<file path="src/rtl/seq_div_pkg.sv">
// Shared types and helpers for the sequential restoring divider.
// SEQ_DIV_SIGNED_EN selects the two's complement variant in the top module.
package seq_div_pkg;

  typedef enum logic {
    IDLE = 1'b0,
    RUN  = 1'b1
  } state_e;

  localparam int MAX_WIDTH = 64;

  function automatic int cnt_width(input int width);
    return $clog2(width + 1);
  endfunction

  // All-ones quotient reported on divide-by-zero; callers slice the low width bits.
  function automatic logic [MAX_WIDTH-1:0] div0_q(input int width);
    logic [MAX_WIDTH-1:0] v;
    v = '0;
    for (int i = 0; i < MAX_WIDTH; i++) begin
      if (i < width) v[i] = 1'b1;
    end
    return v;
  endfunction

endpackage

</file>
<file path="src/rtl/seq_div_div_step.sv">
// One combinational restoring-division iteration: shift {rem, dq} left, trial-subtract divisor.
// The trial subtract is a ripple-carry add of the inverted divisor with carry-in 1.
module div_step #(
  parameter int WIDTH = 4
) (
  input  logic [WIDTH:0]   rem_i,
  input  logic [WIDTH-1:0] dq_i,
  input  logic [WIDTH-1:0] div_i,
  output logic [WIDTH:0]   rem_o,
  output logic [WIDTH-1:0] dq_o
);

  logic [WIDTH:0]   sh;
  logic [WIDTH:0]   nb;
  logic [WIDTH:0]   sum;
  logic [WIDTH+1:0] c;
  logic             ge;

  assign sh   = {rem_i[WIDTH-1:0], dq_i[WIDTH-1]};
  assign nb   = ~{1'b0, div_i};
  assign c[0] = 1'b1;

  for (genvar i = 0; i <= WIDTH; i++) begin : g_rca
    assign sum[i]   = sh[i] ^ nb[i] ^ c[i];
    assign c[i+1]   = (sh[i] & nb[i]) | (c[i] & (sh[i] ^ nb[i]));
  end

  // Carry out of the subtract means the shifted remainder was >= divisor.
  assign ge    = c[WIDTH+1];
  assign rem_o = ge ? sum : sh;
  assign dq_o  = {dq_i[WIDTH-2:0], ge};

endmodule

</file>
<file path="src/rtl/seq_div.sv">
// Sequential restoring divider: one quotient bit per clock, start/done handshake.
// Define SEQ_DIV_SIGNED_EN for two's complement operands (truncation toward zero).
module seq_div
  import seq_div_pkg::*;
#(
  parameter int WIDTH = 4
) (
  input  logic             clk,
  input  logic             rst,
  input  logic             start,
  input  logic [WIDTH-1:0] a,
  input  logic [WIDTH-1:0] b,
  output logic [WIDTH-1:0] q,
  output logic [WIDTH-1:0] r,
  output logic             busy,
  output logic             done,
  output logic             div0
);

  localparam int CNT_W = cnt_width(WIDTH);
  localparam logic [MAX_WIDTH-1:0] DIV0_FULL = div0_q(WIDTH);
  localparam logic [CNT_W-1:0] CNT_ONE  = CNT_W'(1);
  localparam logic [CNT_W-1:0] CNT_INIT = CNT_W'(WIDTH);

  state_e           state_q, state_d;
  logic [CNT_W-1:0] cnt_q, cnt_d;
  logic [WIDTH:0]   rem_q, rem_d;
  logic [WIDTH-1:0] dq_q, dq_d;
  logic [WIDTH-1:0] div_q, div_d;
  logic [WIDTH-1:0] q_q, q_d;
  logic [WIDTH-1:0] r_q, r_d;
  logic             done_q, done_d;
  logic             div0_q_r, div0_d;

  logic [WIDTH:0]   step_rem;
  logic [WIDTH-1:0] step_dq;
  logic [WIDTH-1:0] a_mag, b_mag, q_fix, r_fix;

  div_step #(.WIDTH(WIDTH)) u_step (
    .rem_i (rem_q),
    .dq_i  (dq_q),
    .div_i (div_q),
    .rem_o (step_rem),
    .dq_o  (step_dq)
  );

`ifdef SEQ_DIV_SIGNED_EN
  logic q_neg_q, q_neg_d;
  logic r_neg_q, r_neg_d;

  // Core runs on magnitudes; signs are re-applied on the completing edge.
  assign a_mag = a[WIDTH-1] ? ('0 - a) : a;
  assign b_mag = b[WIDTH-1] ? ('0 - b) : b;
  assign q_fix = q_neg_q ? ('0 - step_dq) : step_dq;
  assign r_fix = r_neg_q ? ('0 - step_rem[WIDTH-1:0]) : step_rem[WIDTH-1:0];

  always_comb begin
    q_neg_d = q_neg_q;
    r_neg_d = r_neg_q;
    if (state_q == IDLE && start) begin
      q_neg_d = a[WIDTH-1] ^ b[WIDTH-1];
      r_neg_d = a[WIDTH-1];
    end
  end

  always_ff @(posedge clk or posedge rst) begin
    if (rst) begin
      q_neg_q <= 1'b0;
      r_neg_q <= 1'b0;
    end else begin
      q_neg_q <= q_neg_d;
      r_neg_q <= r_neg_d;
    end
  end
`else
  assign a_mag = a;
  assign b_mag = b;
  assign q_fix = step_dq;
  assign r_fix = step_rem[WIDTH-1:0];
`endif

  always_comb begin
    state_d = state_q;
    cnt_d   = cnt_q;
    rem_d   = rem_q;
    dq_d    = dq_q;
    div_d   = div_q;
    q_d     = q_q;
    r_d     = r_q;
    done_d  = 1'b0;
    div0_d  = 1'b0;
    case (state_q)
      IDLE: begin
        if (start) begin
          if (b == '0) begin
            q_d    = DIV0_FULL[WIDTH-1:0];
            r_d    = a;
            done_d = 1'b1;
            div0_d = 1'b1;
          end else begin
            dq_d    = a_mag;
            div_d   = b_mag;
            rem_d   = '0;
            cnt_d   = CNT_INIT;
            state_d = RUN;
          end
        end
      end
      RUN: begin
        rem_d = step_rem;
        dq_d  = step_dq;
        cnt_d = cnt_q - CNT_ONE;
        if (cnt_q == CNT_ONE) begin
          q_d     = q_fix;
          r_d     = r_fix;
          done_d  = 1'b1;
          state_d = IDLE;
        end
      end
      default: state_d = IDLE;
    endcase
  end

  always_ff @(posedge clk or posedge rst) begin
    if (rst) begin
      state_q  <= IDLE;
      cnt_q    <= '0;
      rem_q    <= '0;
      dq_q     <= '0;
      div_q    <= '0;
      q_q      <= '0;
      r_q      <= '0;
      done_q   <= 1'b0;
      div0_q_r <= 1'b0;
    end else begin
      state_q  <= state_d;
      cnt_q    <= cnt_d;
      rem_q    <= rem_d;
      dq_q     <= dq_d;
      div_q    <= div_d;
      q_q      <= q_d;
      r_q      <= r_d;
      done_q   <= done_d;
      div0_q_r <= div0_d;
    end
  end

  assign q    = q_q;
  assign r    = r_q;
  assign busy = (state_q == RUN);
  assign done = done_q;
  assign div0 = div0_q_r;

endmodule

</file>
<file path="config.mk">
export PLATFORM = sky130hd
export DESIGN_NAME = seq_div
export DESIGN_NICKNAME = d
export VERILOG_FILES = /design/src/rtl/seq_div_pkg.sv /design/src/rtl/seq_div_div_step.sv /design/src/rtl/seq_div.sv
export SDC_FILE = /design/constraint.sdc
export NUM_CORES = 1
export LEC_CHECK = 0
export ABC_AREA = 1
export CAP_MARGIN = 10
export CORE_UTILIZATION = 47
export CTS_CLUSTER_DIAMETER = 30
export DETAILED_ROUTE_END_ITERATION = 10
export PLACE_DENSITY_LB_ADDON = 0.2
export SLEW_MARGIN = 20
export SYNTH_ARGS = -nofsm -noshare
export SYNTH_HDL_FRONTEND = slang
export SYNTH_SLANG_ARGS = --single-unit
</file>
<file path="constraint.sdc">
create_clock -name clk -period 1.95 [get_ports clk]
set_input_delay 0.2925 -clock clk [delete_from_list [all_inputs] [get_ports clk]]
set_output_delay 0.2925 -clock clk [all_outputs]
set_load 0.05 [all_outputs]
</file>
# Word level (Yosys, flattened, before mapping)
# Index checks and enable logic that the tools add are counted.
# Widths: inputs -> output; s select.
# totals
register_bits	26
inputBits	11
output_inout_bits	11
wordCells	72
# classes
addsub	1
eq_ne	5
n_mux	27
n_bitwise	26
reduce_logical	4
# ops
operator	n
$mux 4	11
$pmux 4 s2	4
$and 1x1->1	9
$xor 1x1->1	8
$mux 1	7
$mux 3	2
$ne 2x2->1 const B	3
$pmux 3 s2	1
$reduce_and 3->1	2
$not 4->5	1
$or 1x1->1	5
$logic_not 4->1	1
$pmux 1 s2	2
$eq 3x1->1 const B	1
$not 1->1	3
$sub 3x1->3 const B	1
$ne 2x1->1 const B	1
$reduce_and 2->1	1

# Longest topological paths before layout
# logic_depth
ltp_word	14
ltp_mapped	12
depth_no_buf	12

# Modules after synthesis
# From an unflattened synthesis, not the netlist that was laid out.
# unflattened
hier_cells	179
area_unflattened_um2	1486.4
# modules_own_cells
mod	instances	cells_per_inst	area_each_um2	seq_area_each_um2
seq_div	1	146	1277.5	675.6
div_step	1	33	209.0	0.0

# Worst setup path before layout
# OpenSTA, ideal clock, no wires.
# synth_path
path_type	flip-flop to flip-flop
from	reg dq_q[3]
to	reg rem_q[0]
setup_time_ns	0.065
arrival_time_ns	2.035
t_required_ns	1.885
setup_slack_ns	-0.150
path_stages_with_launch	12
n_path_buf	0
synth_period_minus_slack_ns	2.100
path_cell_list	dfrtp_1 inv_1 ha_1 inv_1 fa_1 inv_1 fa_1 fa_1 nand2_1 nand3_1 and2_1 nand2_1
# synth_between
elab_chain_len	12
elab_cells_between_ends	14
classes_between	mux (2); bitwise (12)
# synth_rtl
element	line	text
from (decl)	seq_div.sv:28	logic [WIDTH-1:0] dq_q, dq_d;
from (signal assigned)	seq_div.sv:139	dq_q <= dq_d;
$and 1x1->1 or $xor 1x1->1 (tied branches)	seq_div_div_step.sv:25, seq_div_div_step.sv:24	
$or 1x1->1	seq_div_div_step.sv:25	assign c[i+1] = (sh[i] & nb[i]) | (c[i] & (sh[i] ^ nb[i]));
$and 1x1->1	seq_div_div_step.sv:25	
$or 1x1->1	seq_div_div_step.sv:25	
$and 1x1->1	seq_div_div_step.sv:25	
$or 1x1->1	seq_div_div_step.sv:25	
$and 1x1->1	seq_div_div_step.sv:25	
$or 1x1->1	seq_div_div_step.sv:25	
$and 1x1->1	seq_div_div_step.sv:25	
$or 1x1->1	seq_div_div_step.sv:25	
$mux 4 (*)	seq_div_div_step.sv:30	assign rem_o = ge ? sum : sh;
$pmux 4 s2 (*)	seq_div.sv:92	case (state_q)
to (signal assigned)	seq_div.sv:138	rem_q <= rem_d;
to (decl)	seq_div.sv:27	logic [WIDTH:0] rem_q, rem_d;
# Mark *: on every way between the ends. The rest lies on a longest branch, timed or not.
# A chain may end at the register's enable or synchronous reset.

# Worst setup path in the final report
# layout_path
from	reg div_q[0]
to	reg r_q[3], in the netlist r[3]
# layout_between
elab_chain_len	14
elab_cells_between_ends	16
classes_between	mux (3); bitwise (13)
# layout_rtl
element	line	text
from (decl)	seq_div.sv:29	logic [WIDTH-1:0] div_q, div_d;
from (signal assigned)	seq_div.sv:140	div_q <= div_d;
$not 4->5 (*)	seq_div_div_step.sv:20	assign nb = ~{1'b0, div_i};
$and 1x1->1 or $xor 1x1->1 (tied branches)	seq_div_div_step.sv:25	
$or 1x1->1 (*)	seq_div_div_step.sv:25	
$and 1x1->1 (*)	seq_div_div_step.sv:25	
$or 1x1->1 (*)	seq_div_div_step.sv:25	
$and 1x1->1 (*)	seq_div_div_step.sv:25	
$or 1x1->1 (*)	seq_div_div_step.sv:25	
$and 1x1->1	seq_div_div_step.sv:25	
$or 1x1->1	seq_div_div_step.sv:25	
$and 1x1->1	seq_div_div_step.sv:25	
$or 1x1->1	seq_div_div_step.sv:25	
$mux 4 (*)	seq_div_div_step.sv:30	
$mux 4 (*)	seq_div.sv:113	if (cnt_q == CNT_ONE) begin
$pmux 4 s2 (*)	seq_div.sv:92	
to (signal assigned)	seq_div.sv:142	r_q <= r_d;
to (decl)	seq_div.sv:31	logic [WIDTH-1:0] r_q, r_d;
# Mark *: on every way between the ends. The rest lies on a longest branch, timed or not. The select of a mux whose other input is x is not followed.

==> results <==
## worst register-to-register path, delay by kind of cell, from the launching register on
family        cells  cell delay, ns
buf+inv           3            0.13
simple gates      4            0.25
fa+ha+maj         4            1.25
flops             1            0.42
## kinds of logic after synthesis
| kind of cell | Yosys count |
|---|---|
| AO/OA/AOI/OAI | 12 |
| adder cells (fa/ha/maj) | 6 |
| flip-flops | 26 |
| AND/OR/NAND/NOR | 87 |
| buffers and inverters | 29 |
## layout make-up
class,count,area [um^2]
repair buffers,26,258
clock inverters,1,30.0
inverters,25,96.3
flip-flops and latches,26,651
fillers,239,1030
clock buffers,3,22.5
well taps,31,38.8
multi-input cells,105,679
## where the power goes
group	switching [uW]	leakage, uW	internal [uW]
clock	165	0.0000279	208
combinational	1220	0.000548	845
sequential	185	0.000318	799
total	1570	0.000893	1850
## state kept, by name, indices dropped and copies added (netlist names)
name / flops
busy: 1
cnt_q: 3
div0: 1
div_q: 4
done: 1
dq_q: 4
q: 4
r: 4
rem_q: 4
## Yosys cell counts (all sizes together)
cell | instances | area share [%]
o21ai | 9 | 3.7
nand4 | 4 | 1.8
nand2 | 51 | 14
fa | 3 | 4.3
nor2 | 4 | 2.7
ha | 3 | 2.7
buf | 4 | 2.9
nand3 | 24 | 11
and2 | 4 | 1.8
o21a | 3 | 1.6
inv | 25 | 6.9
dfrtp | 26 | 46
## per-stage QoR
stage / setup WS, ns / utilization, %
floorplan: -0.0724 / -
finish: -0.187 / 63.3
global route: -0.285 / 63.3
global placement: -0.140 / 59.0
detailed placement: -0.207 / 59.0
CTS: -0.178 / 61.6
## timing repair
action / CTS / global route
pin swaps: 2 / 6
endpoints found under the hold margin: 0 / 0
endpoints found under the setup margin: 9 / 10
gates resized for setup: 4 / 10
setup buffers: 1 / 1
## routing by layer
layer	routed length (um)	GRT usage, %
met5	0	0
met1	1290	25.9
met2	1380	31.3
met3	93	3.00
met4	90	9.29
## worst max path at each step
stage	startpoint	cells after the start	endpoint
after floorplan	dq_q[3]	11	rem_q[3]
after global placement	dq_q[3]	12	r[3]
after detailed placement	dq_q[3]	12	r[0]
after CTS	div_q[0]	11	r[3]
after global routing	div_q[0]	11	r[3]
final	div_q[0]	11	r[3]
==> out/metrics.csv <==
stage,metric,value,unit
die,core_area,2810,um^2
setup_path,critPathCaptureType,flip-flop,
global_routing,grt_pass1_wl,4780,um
sta,setup_viol,9,
layout,layout_common_cells,"nand2_1, dfrtp_1, clkdlybuf4s50_1",
clocking,clkLatencyLatePin,0.32,ns
clocking,cts_num_sinks,26,
setup_path,reg2reg_to,r[3],
status,status,"finished, violations left",
setup_path,crit_family,adder cells,
die,die_y,56.7,um
sta,worst_pin_slew,0.494,ns
sta,skew,0.00237,ns
placement,dp_cells,211,
die,num_rows,19,
die,die-area,3210,um^2
pwr,ir_drop,865,uV
detailed_routing,viasPerCell,5.24,
sta,setup_ws,-0.187,ns
setup_path,worstSetupStartpointType,flip-flop,
detailed_routing,dr.first_iter.drc_count,43,
sta,slew_headroom,66.9,%
clocking,h-tree-depth,1,
clocking,path_clk_slew,0.15,ns
sta,worst_hold_slack,0.306,ns
layout,final_common_cell,nand2_1,
pwr,power,3420,uW
sta,fin_crit_sh,110,%
run,cap_violations,0,
detailed_routing,avgRoutedWirePerCell,13.2,um
setup_path,arrival,2.37,ns
layout,num_antenna_cells,0,
sta,setup-tns-final,-1.42,ns
global_routing,grt_pass1_vias,1025,
detailed_routing,drtPass1Iterations,7,
yosys,synth_seq_cells,26,
yosys,synth_cells,160,
layout,final_cells,217,
clocking,cts_buffers,3,
detailed_routing,routed_wl,2860,um
placement,dpl_cell_area,1660,um^2
sta,slew_violations,0,
global_routing,grt_util_all_layers,19.6,%
status,failed_checks,"DRC, setup timing",
setup_path,crit_slowest_cell,fa_2,
yosys,synth_area,1410,um^2
yosys,synth_xor_area_share,0,%
setup_path,worstSetupPathType,reg -> reg,
yosys,ys_types,22,
setup_path,cp_cell_sequence,ha_2 -> inv_2 -> fa_2 -> inv_2 -> fa_2 -> fa_2 -> inv_2 -> nand3_2 -> nand3_2 -> nand2_2 -> nand2_1,
global_routing,grt_max_degree,27,
yosys,muxShareOfSynthArea,0,%
clocking,cts_buffer_depth,2,
detailed_routing,drc_errors,7,
die,die_w,56.7,um
setup_path,timing.rr.start,div_q[0],
yosys,synth_simple_gate_area_share,31.6,%
pwr,pwr_density_cell,1930,nW/um^2
yosys,synth_top_family_by_area,simple AND/OR/NAND/NOR gates,
clocking,cts_hold_buf,0,
detailed_routing,vias,1137,
yosys,yosysWarnings,0,
sta,min_period,2.14,ns
die,io_pins,22,
yosys,synth-compound-area-share,5.34,%
clocking,cts_tree,built,
placement,portBuffers,21,
yosys,synthAdderAreaFrac,6.95,%
sta,max_freq,468,MHz
setup_path,r2r_slack,-0.19,ns
layout,area.growth.synth_to_final,26.4,%
layout,nets,204,
clocking,cts_root_buf,clkbuf_4,
setup_path,cp.required,2.18,ns
sta,rsz0062_at_grt,true,
setup_path,slowest_delay,0.54,ns
worst_hold_path,hold_class,in -> async,
setup_path,r2r_cells,11,
die,floorplan.initialDensity,50.1,%
yosys,yosysSeqAreaShare,46.3,%
setup_path,crit_buf_inv,3,
placement,dp_hpwl,2080,um
global_routing,overflow,0,
setup_path,path_max_fanout,2,
yosys,syn_area_per_cell,8.78,um^2
placement,gp_congestion,0.801,
layout,drive_above_1_share,22.0,%
sta,final_hold_viol_count,0,
global_routing,grt_antenna_before_repair,0,
detailed_routing,ant_nets,0,
yosys,syn_nets,177,
pwr,p_leak,0.000893,uW
layout,final_area,1780,um^2
Power figures use the tool's default switching activity.
